File: config.mk
export PLATFORM = sky130hd
export DESIGN_NAME = alu_share_ctrl
export DESIGN_NICKNAME = d
export VERILOG_FILES = /design/src/rtl/alu_share_ctrl.sv
export SDC_FILE = /design/constraint.sdc
export NUM_CORES = 1
export LEC_CHECK = 0
export CORE_ASPECT_RATIO = 0.7
export CORE_UTILIZATION = 39
export CTS_CLUSTER_DIAMETER = 200
export DETAILED_ROUTE_END_ITERATION = 10
export PLACE_DENSITY_LB_ADDON = 0.08
export SLEW_MARGIN = 15
export SYNTH_ARGS = -nofsm -noshare
export SYNTH_HDL_FRONTEND = slang
export SYNTH_SLANG_ARGS = --single-unit
export TNS_END_PERCENT = 5
File: constraint.sdc
create_clock -name clk -period 2.3 [get_ports clk]
set_clock_uncertainty 0.1 [all_clocks]
set_input_delay 0.69 -clock clk [delete_from_list [all_inputs] [get_ports clk]]
set_output_delay 0.69 -clock clk [all_outputs]
set_load 0.02 [all_outputs]
File: src/rtl/alu_share_ctrl.sv
// Round-robin controller that time-shares one combinational ALU between a fetch
// requester (0) and an execute requester (1); one operation in flight at a time.
module alu_share_ctrl #(
   parameter int unsigned DATA_W  = 16,
   parameter int unsigned SEL_W   = 3,
   parameter bit          RR_INIT = 1'b0
) (
   input  logic              clk,
   input  logic              rst_n,
   input  logic              req_valid_0,
   input  logic              req_valid_1,
   output logic              req_ready_0,
   output logic              req_ready_1,
   input  logic [SEL_W-1:0]  req_op_0,
   input  logic [SEL_W-1:0]  req_op_1,
   input  logic [DATA_W-1:0] req_a_0,
   input  logic [DATA_W-1:0] req_a_1,
   input  logic [DATA_W-1:0] req_b_0,
   input  logic [DATA_W-1:0] req_b_1,
   output logic              rsp_valid_0,
   output logic              rsp_valid_1,
   input  logic              rsp_ready_0,
   input  logic              rsp_ready_1,
   output logic [DATA_W-1:0] rsp_data,
   output logic              rsp_zero,
   output logic              rsp_carry,
   output logic [DATA_W-1:0] alu_a,
   output logic [DATA_W-1:0] alu_b,
   output logic [SEL_W-1:0]  alu_sel,
   input  logic [DATA_W-1:0] alu_out,
   input  logic              alu_zero,
   input  logic              alu_carry,
   output logic              busy,
   output logic              grant_id,
   output logic [15:0]       op_count
);

   typedef enum logic [1:0] {IDLE, EXEC, RESP} state_t;

   state_t              state_q, state_d;
   logic                prio_q, prio_d;
   logic                grant_q, grant_d;
   logic [DATA_W-1:0]   alu_a_q, alu_a_d;
   logic [DATA_W-1:0]   alu_b_q, alu_b_d;
   logic [SEL_W-1:0]    alu_sel_q, alu_sel_d;
   logic [DATA_W-1:0]   rsp_data_q, rsp_data_d;
   logic                rsp_zero_q, rsp_zero_d;
   logic                rsp_carry_q, rsp_carry_d;
   logic [15:0]         op_count_q, op_count_d;
   logic                gnt_0, gnt_1;
   logic                pick;

   always_comb begin
      state_d     = state_q;
      prio_d      = prio_q;
      grant_d     = grant_q;
      alu_a_d     = alu_a_q;
      alu_b_d     = alu_b_q;
      alu_sel_d   = alu_sel_q;
      rsp_data_d  = rsp_data_q;
      rsp_zero_d  = rsp_zero_q;
      rsp_carry_d = rsp_carry_q;
      op_count_d  = op_count_q;
      gnt_0       = 1'b0;
      gnt_1       = 1'b0;
      pick        = grant_q;
      case (state_q)
         IDLE: begin
            if (req_valid_0 || req_valid_1) begin
               // Priority pointer only matters when both requesters contend.
               pick      = (req_valid_0 && req_valid_1) ? prio_q : req_valid_1;
               gnt_0     = ~pick;
               gnt_1     = pick;
               grant_d   = pick;
               alu_sel_d = pick ? req_op_1 : req_op_0;
               alu_a_d   = pick ? req_a_1  : req_a_0;
               alu_b_d   = pick ? req_b_1  : req_b_0;
               state_d   = EXEC;
            end
         end
         EXEC: begin
            rsp_data_d  = alu_out;
            rsp_zero_d  = alu_zero;
            rsp_carry_d = alu_carry;
            state_d     = RESP;
         end
         RESP: begin
            if (grant_q ? rsp_ready_1 : rsp_ready_0) begin
               op_count_d = op_count_q + 16'd1;
               prio_d     = ~grant_q;
               state_d    = IDLE;
            end
         end
         default: state_d = IDLE;
      endcase
   end

   always_ff @(posedge clk or negedge rst_n) begin
      if (!rst_n) begin
         state_q     <= IDLE;
         prio_q      <= RR_INIT;
         grant_q     <= 1'b0;
         alu_a_q     <= '0;
         alu_b_q     <= '0;
         alu_sel_q   <= '0;
         rsp_data_q  <= '0;
         rsp_zero_q  <= 1'b0;
         rsp_carry_q <= 1'b0;
         op_count_q  <= '0;
      end else begin
         state_q     <= state_d;
         prio_q      <= prio_d;
         grant_q     <= grant_d;
         alu_a_q     <= alu_a_d;
         alu_b_q     <= alu_b_d;
         alu_sel_q   <= alu_sel_d;
         rsp_data_q  <= rsp_data_d;
         rsp_zero_q  <= rsp_zero_d;
         rsp_carry_q <= rsp_carry_d;
         op_count_q  <= op_count_d;
      end
   end

   // Ready is held low while reset is asserted even though the state reads IDLE.
   assign req_ready_0 = gnt_0 & rst_n;
   assign req_ready_1 = gnt_1 & rst_n;
   assign rsp_valid_0 = (state_q == RESP) && !grant_q;
   assign rsp_valid_1 = (state_q == RESP) &&  grant_q;
   assign busy        = (state_q != IDLE);
   assign grant_id    = grant_q;
   assign alu_a       = alu_a_q;
   assign alu_b       = alu_b_q;
   assign alu_sel     = alu_sel_q;
   assign rsp_data    = rsp_data_q;
   assign rsp_zero    = rsp_zero_q;
   assign rsp_carry   = rsp_carry_q;
   assign op_count    = op_count_q;

endmodule

; ---- Word level (Yosys, flattened, before mapping)
; Index checks and enable logic that the tools add are counted.
[op_classes]
n_addsub = 1
mux = 12
n_eq_ne = 4
bitwise_logic = 4
n_reduce_logical = 10
[ops]
columns = cell, n
row1 = 16-bit 2-to-1 mux, 2
row2 = 16-bit by 1-bit adder with 16-bit output (second input constant), 1
row3 = 1-bit 2-to-1 mux, 6
row4 = 2-bit one-hot mux with 3 select lines, 1
row5 = 2-bit AND reduction, 3
row6 = 2-bit 2-to-1 mux, 2
row7 = 2-bit != test (second input constant), 2
row8 = 1-bit logical AND, 3
row9 = 3-bit 2-to-1 mux, 1
row10 = 1-bit bitwise AND, 2
row11 = 2-bit by 1-bit equality test with 1-bit output (second input constant), 1
row12 = 2-bit equality test (second input constant), 1
row13 = 2-bit zero test, 1
row14 = 1-bit inverter, 2
row15 = 2-bit nonzero test, 1
row16 = 1-bit zero test, 1
row17 = 1-bit logical OR, 1
[word_totals]
input_bits = 94
regBits = 73

; ---- Longest topological paths before layout
[depth]
word_depth = 6
mapped_depth = 6

; ---- Least setup slack after synthesis
; OpenSTA, ideal clock, no wires.
[synth_path]
path_kind = input-to-output
startpoint = in req_valid_0
endpoint = out req_ready_1
arrival_time_ps = 1610
n_path_buf = 2
required_time_ps = 1510
path_slack_ps = -100
path_stages = 6
cell_sequence = inv_1 o21ai_0 buf_2 nor2_1 clkbuf_1 and2_1
[synth_via]
elab_chain_len = 5
elab_cells_between_ends = 6
classes_between = 3 x mux / 1 x bitwise / 2 x reduce/logical
[synth_rtl]
columns = item, line_no
row1 = start: declaration, 10  ; input logic req_valid_0,
row2 = 1-bit logical AND, 71  ; pick = (req_valid_0 && req_valid_1) ? prio_q : req_valid_1;
row3 = 1-bit 2-to-1 mux, 71
row4 = 1-bit 2-to-1 mux *, 69  ; if (req_valid_0 || req_valid_1) begin
row5 = 1-bit 2-to-1 mux *, 67  ; case (state_q)
row6 = 1-bit bitwise AND *, 126  ; assign req_ready_1 = gnt_1 & rst_n;
row7 = end: declaration, 13  ; output logic req_ready_1,
; Mark *: on every way between the ends. The rest lies on a longest branch, timed or not.

; ---- Worst setup path in the final report
[layout_path]
startpoint = in req_valid_0
endpoint = out req_ready_0
[layout_via]
elab_chain_len = 6
elab_cells_between_ends = 7
classes_between = 3 x mux / 2 x bitwise / 2 x reduce/logical
[layout_rtl]
columns = item, line_no
row1 = 1-bit logical AND, 71
row2 = 1-bit 2-to-1 mux, 71
row3 = 1-bit inverter, 72  ; gnt_0 = ~pick;
row4 = 1-bit 2-to-1 mux *, 69
row5 = 1-bit 2-to-1 mux *, 67
row6 = 1-bit bitwise AND *, 125  ; assign req_ready_0 = gnt_0 & rst_n;
row7 = end: declaration, 12  ; output logic req_ready_0,
; Marks and branches as above.

==> impl_metrics.env <==
export IMPL_outcome="completed"
export IMPL_diodes=0
export IMPL_slowest_stage="and3_1"
export IMPL_clock_path_buffers=2
export IMPL_slew_viol_final=0
export IMPL_worstMarginPinSlew_ns=0.889
export IMPL_grt_ovfl_total=0
export IMPL_muxShareOfSynthArea_pct=12.3
export IMPL_synth_flop_cell="dfrtp_1"
export IMPL_hpwl_um=6240
export IMPL_power_density_nw_per_um2=1330
export IMPL_hp_start="op_count[15]$_DFFE_PN0P_"
export IMPL_cts_tree="yes"
export IMPL_drt_total_wl_um=8630
export IMPL_via_per_inst=4.98
export IMPL_p_leak_nw=2.39
export IMPL_seqPwrFrac_pct=31.2
export IMPL_die_w_um=109
export IMPL_worstPathRequired_ns=1.51
export IMPL_p_int_w=0.00455
export IMPL_avgSynthCellArea_um2=12.2
export IMPL_synth_distinct_cells=29
export IMPL_crit_start="req_valid_0"
export IMPL_combinationalPowerShare_pct=48.4
export IMPL_finalCriticalPeriod_ns=2.26
export IMPL_grt_pass1_wl_um=13600
export IMPL_hp_class="register to register"
export IMPL_p_sw_share_pct=35.8
export IMPL_ys_warn_count=0
export IMPL_synthSimpleGateAreaFrac_pct=12.1
export IMPL_arrival_ns=1.47
export IMPL_vdd_drop_max_mv=0.827
export IMPL_numCtsBuffers=9
export IMPL_worst_setup_path_type="input port to output port"
export IMPL_slew_headroom_pct=40.7
export IMPL_synth_edf_count=0
export IMPL_power_switching_w=0.00254
export IMPL_wl_per_cell_um=15.9
export IMPL_ant_nets=0
export IMPL_start_kind="input port"
export IMPL_io_buffers=168
export IMPL_grt_use_total_pct=21.3
export IMPL_drt_iter0_markers=137
export IMPL_synth_top_family_by_area="multiplexers"
export IMPL_cts_clk_slew_worst_paths_ns=0.05
export IMPL_path_cells="dlymetal6s2s_1 > buf_4 > o21ai_4 > inv_2 > and3_1 > buf_2"
export IMPL_die_area_um2=8350
export IMPL_critPathBufInv=4
export IMPL_tns_ns=0
export IMPL_cts_sinks=73
export IMPL_totalPowerFinal_w=0.00710
export IMPL_synth_nets=350
export IMPL_nets=534
export IMPL_max_cap_viol_count=0
export IMPL_clk_latency_ns=0.33
export IMPL_finalHoldViolations=0
export IMPL_cp_max_fo=2
export IMPL_r2r_start="state_q[0]$_DFFE_PN0P_"
export IMPL_io_pins=169
export IMPL_core_um2=7510
export IMPL_row_count=26
export IMPL_area_growth_pct=71.0
export IMPL_antenna_found_initial=0
export IMPL_htreeDepth=3
export IMPL_yosys_area_top_type="dfrtp_1"
export IMPL_synth_adder_area_share_pct=0.402
export IMPL_cts_root_buf="clkbuf_16"
export IMPL_ys_ff_latch=73
export IMPL_place_gp_congestion=0.791
export IMPL_synth_compound_area_share_pct=9.64
export IMPL_finalSetupViolations=0
export IMPL_drive_gt1_share_pct=14.2
export IMPL_fin_crit_sh_pct=98.3
export IMPL_synth_xor_xnor_area_share_pct=4.22
export IMPL_critical_path_top_delay_family="buffers and inverters"
export IMPL_power_share_clock_pct=20.5
export IMPL_clock_fmax_ghz=0.442
export IMPL_grt_max_degree=74
export IMPL_cp_slowest_stage_delay_ns=0.16
export IMPL_ctsHoldBuffers=0
export IMPL_synth_area_um2=3110
export IMPL_synth_yosys_seq_area_share_pct=58.7
export IMPL_yosysMostFrequentCell="dfrtp_1"
export IMPL_synth_top_area_share_pct=58.7
export IMPL_synthTopCellsByArea="dfrtp_1 (59%), mux2_2 (6.9%), a221o_1 (6.1%), mux2i_1 (5.5%), and3_1 (4.0%)"
export IMPL_syn_inst=255
export IMPL_cp_end_kind="output port"
export IMPL_postSynth_asyncResetShare_pct=100
export IMPL_drc=0
export IMPL_final_core_util_pct=70.9
export IMPL_grt_pass1_vias=2717
export IMPL_vias=2693
export IMPL_die_height_um=76.8
export IMPL_yosys_top_cells_count="dfrtp_1 (73), nand2_1 (21), and3_1 (20)"
export IMPL_initial_utilization_pct=41.4
export IMPL_dr_pass1_iters=4
==> path summary, 6_finish.rpt <==
| check | end | slack, ns | depth (start not counted) |
|---|---|---|---|
| hold reg to reg | op_count[15]$_DFFE_PN0P_ | 0.37 | 1 |
| hold / removal | op_count[15]$_DFFE_PN0P_ | 0.37 | 1 |
| setup reg to reg | op_count[5]$_DFFE_PN0P_ | 0.52 | 6 |
| max in group asynchronous | rsp_data[0]$_DFFE_PN0N_ | 1.01 | 2 |
| setup / recovery | req_ready_0 | 0.04 | 6 |
| min in group asynchronous | rsp_data[11]$_DFFE_PN0N_ | 0.52 | 2 |
==> metal layers <==
layer | share of wire [%] | up-vias | GRT usage [%]
li1 | - | 1297 | -
met4 | 1.4 | 0 | 6.62
met1 | 43 | 1276 | 26.3
met3 | 8.5 | 11 | 7.48
met5 | 0 | - | 0
met2 | 47 | 109 | 34.7
==> cell families (layout without fill, tap and decap cells) <==
| kind of cell | Yosys count | after routing |
|---|---|---|
| buffers and inverters | 20 | 208 |
| adders and majority gates | 1 | 1 |
| and+or+nand+nor | 70 | 70 |
| muxes | 36 | 36 |
| AOI/OAI and AO/OA | 40 | 40 |
| DFF | 73 | 73 |
| xor gates and xnor gates | 15 | 15 |
==> timing repair <==
item | 4_1_cts | 5_1_grt
pin swaps | 1 | 1
setup buffers | 0 | 1
gates cloned | 0 | 0
gates resized for setup | 11 | 6
setup endpoints to repair | 5 | 4
==> final cells by class <==
class / count / area [um2]
fill: 588 / 2190
sequential: 73 / 1830
timing repair buffer: 188 / 1820
multi-input combinational: 162 / 1230
clock buffer: 10 / 229
tap: 98 / 123
clock inverter: 5 / 81.3
inverter: 5 / 18.8
==> state kept, by name (all words and copies together) (netlist names), 2 cells and up <==
name,count
op_count,16
state_q,2
rsp_data,16
alu_sel,3
alu_a,16
alu_b,16
==> power groups by stage <==
stage | clock network (W) | registers (W) | logic (W)
after floorplan | 0 | 0.00286 | 0.00109
after global placement | 0 | 0.00221 | 0.00343
after detailed placement | 0 | 0.00222 | 0.00348
after CTS | 0.00148 | 0.00221 | 0.00347
after global routing | 0.00155 | 0.00229 | 0.00367
final | 0.00145 | 0.00221 | 0.00343
==> per-stage QoR <==
step           worst slack (ns)  cell area (um2)  cells  hold WS, ns
4_1_cts                  -0.261             5320    540        0.377
3_3_place_gp             -0.675             5020    525        0.362
3_5_place_dp             -0.698             5020    525        0.366
6_report                 0.0384             5330    541        0.374
2_1_floorplan           -0.0911             3120    255        0.294
5_1_grt                -0.00440             5330    541        0.389
==> cells in the final DEF, fill, tap and decap left out, drive strengths merged <==
cell type	n
mux2	19
inv	5
nand3b	1
clkdlybuf4s50	159
xnor2	10
nand3	5
o22ai	1
buf	23
mux2i	17
a22o	1
a221o	19
clkinv	2
clkbuf	11
bufinv	2
ha	1
nand2b	2
nor3	2
clkinvlp	1
nor4	3
and2	1
xor2	5
dlygate4sd2	2
and3	20
dfrtp	73
nor2	7
and4	1
nand4	5
o21ai	19
nand4b	1
nand2	21
dlymetal6s2s	3
or2	1
Power figures use the tool's default switching activity.
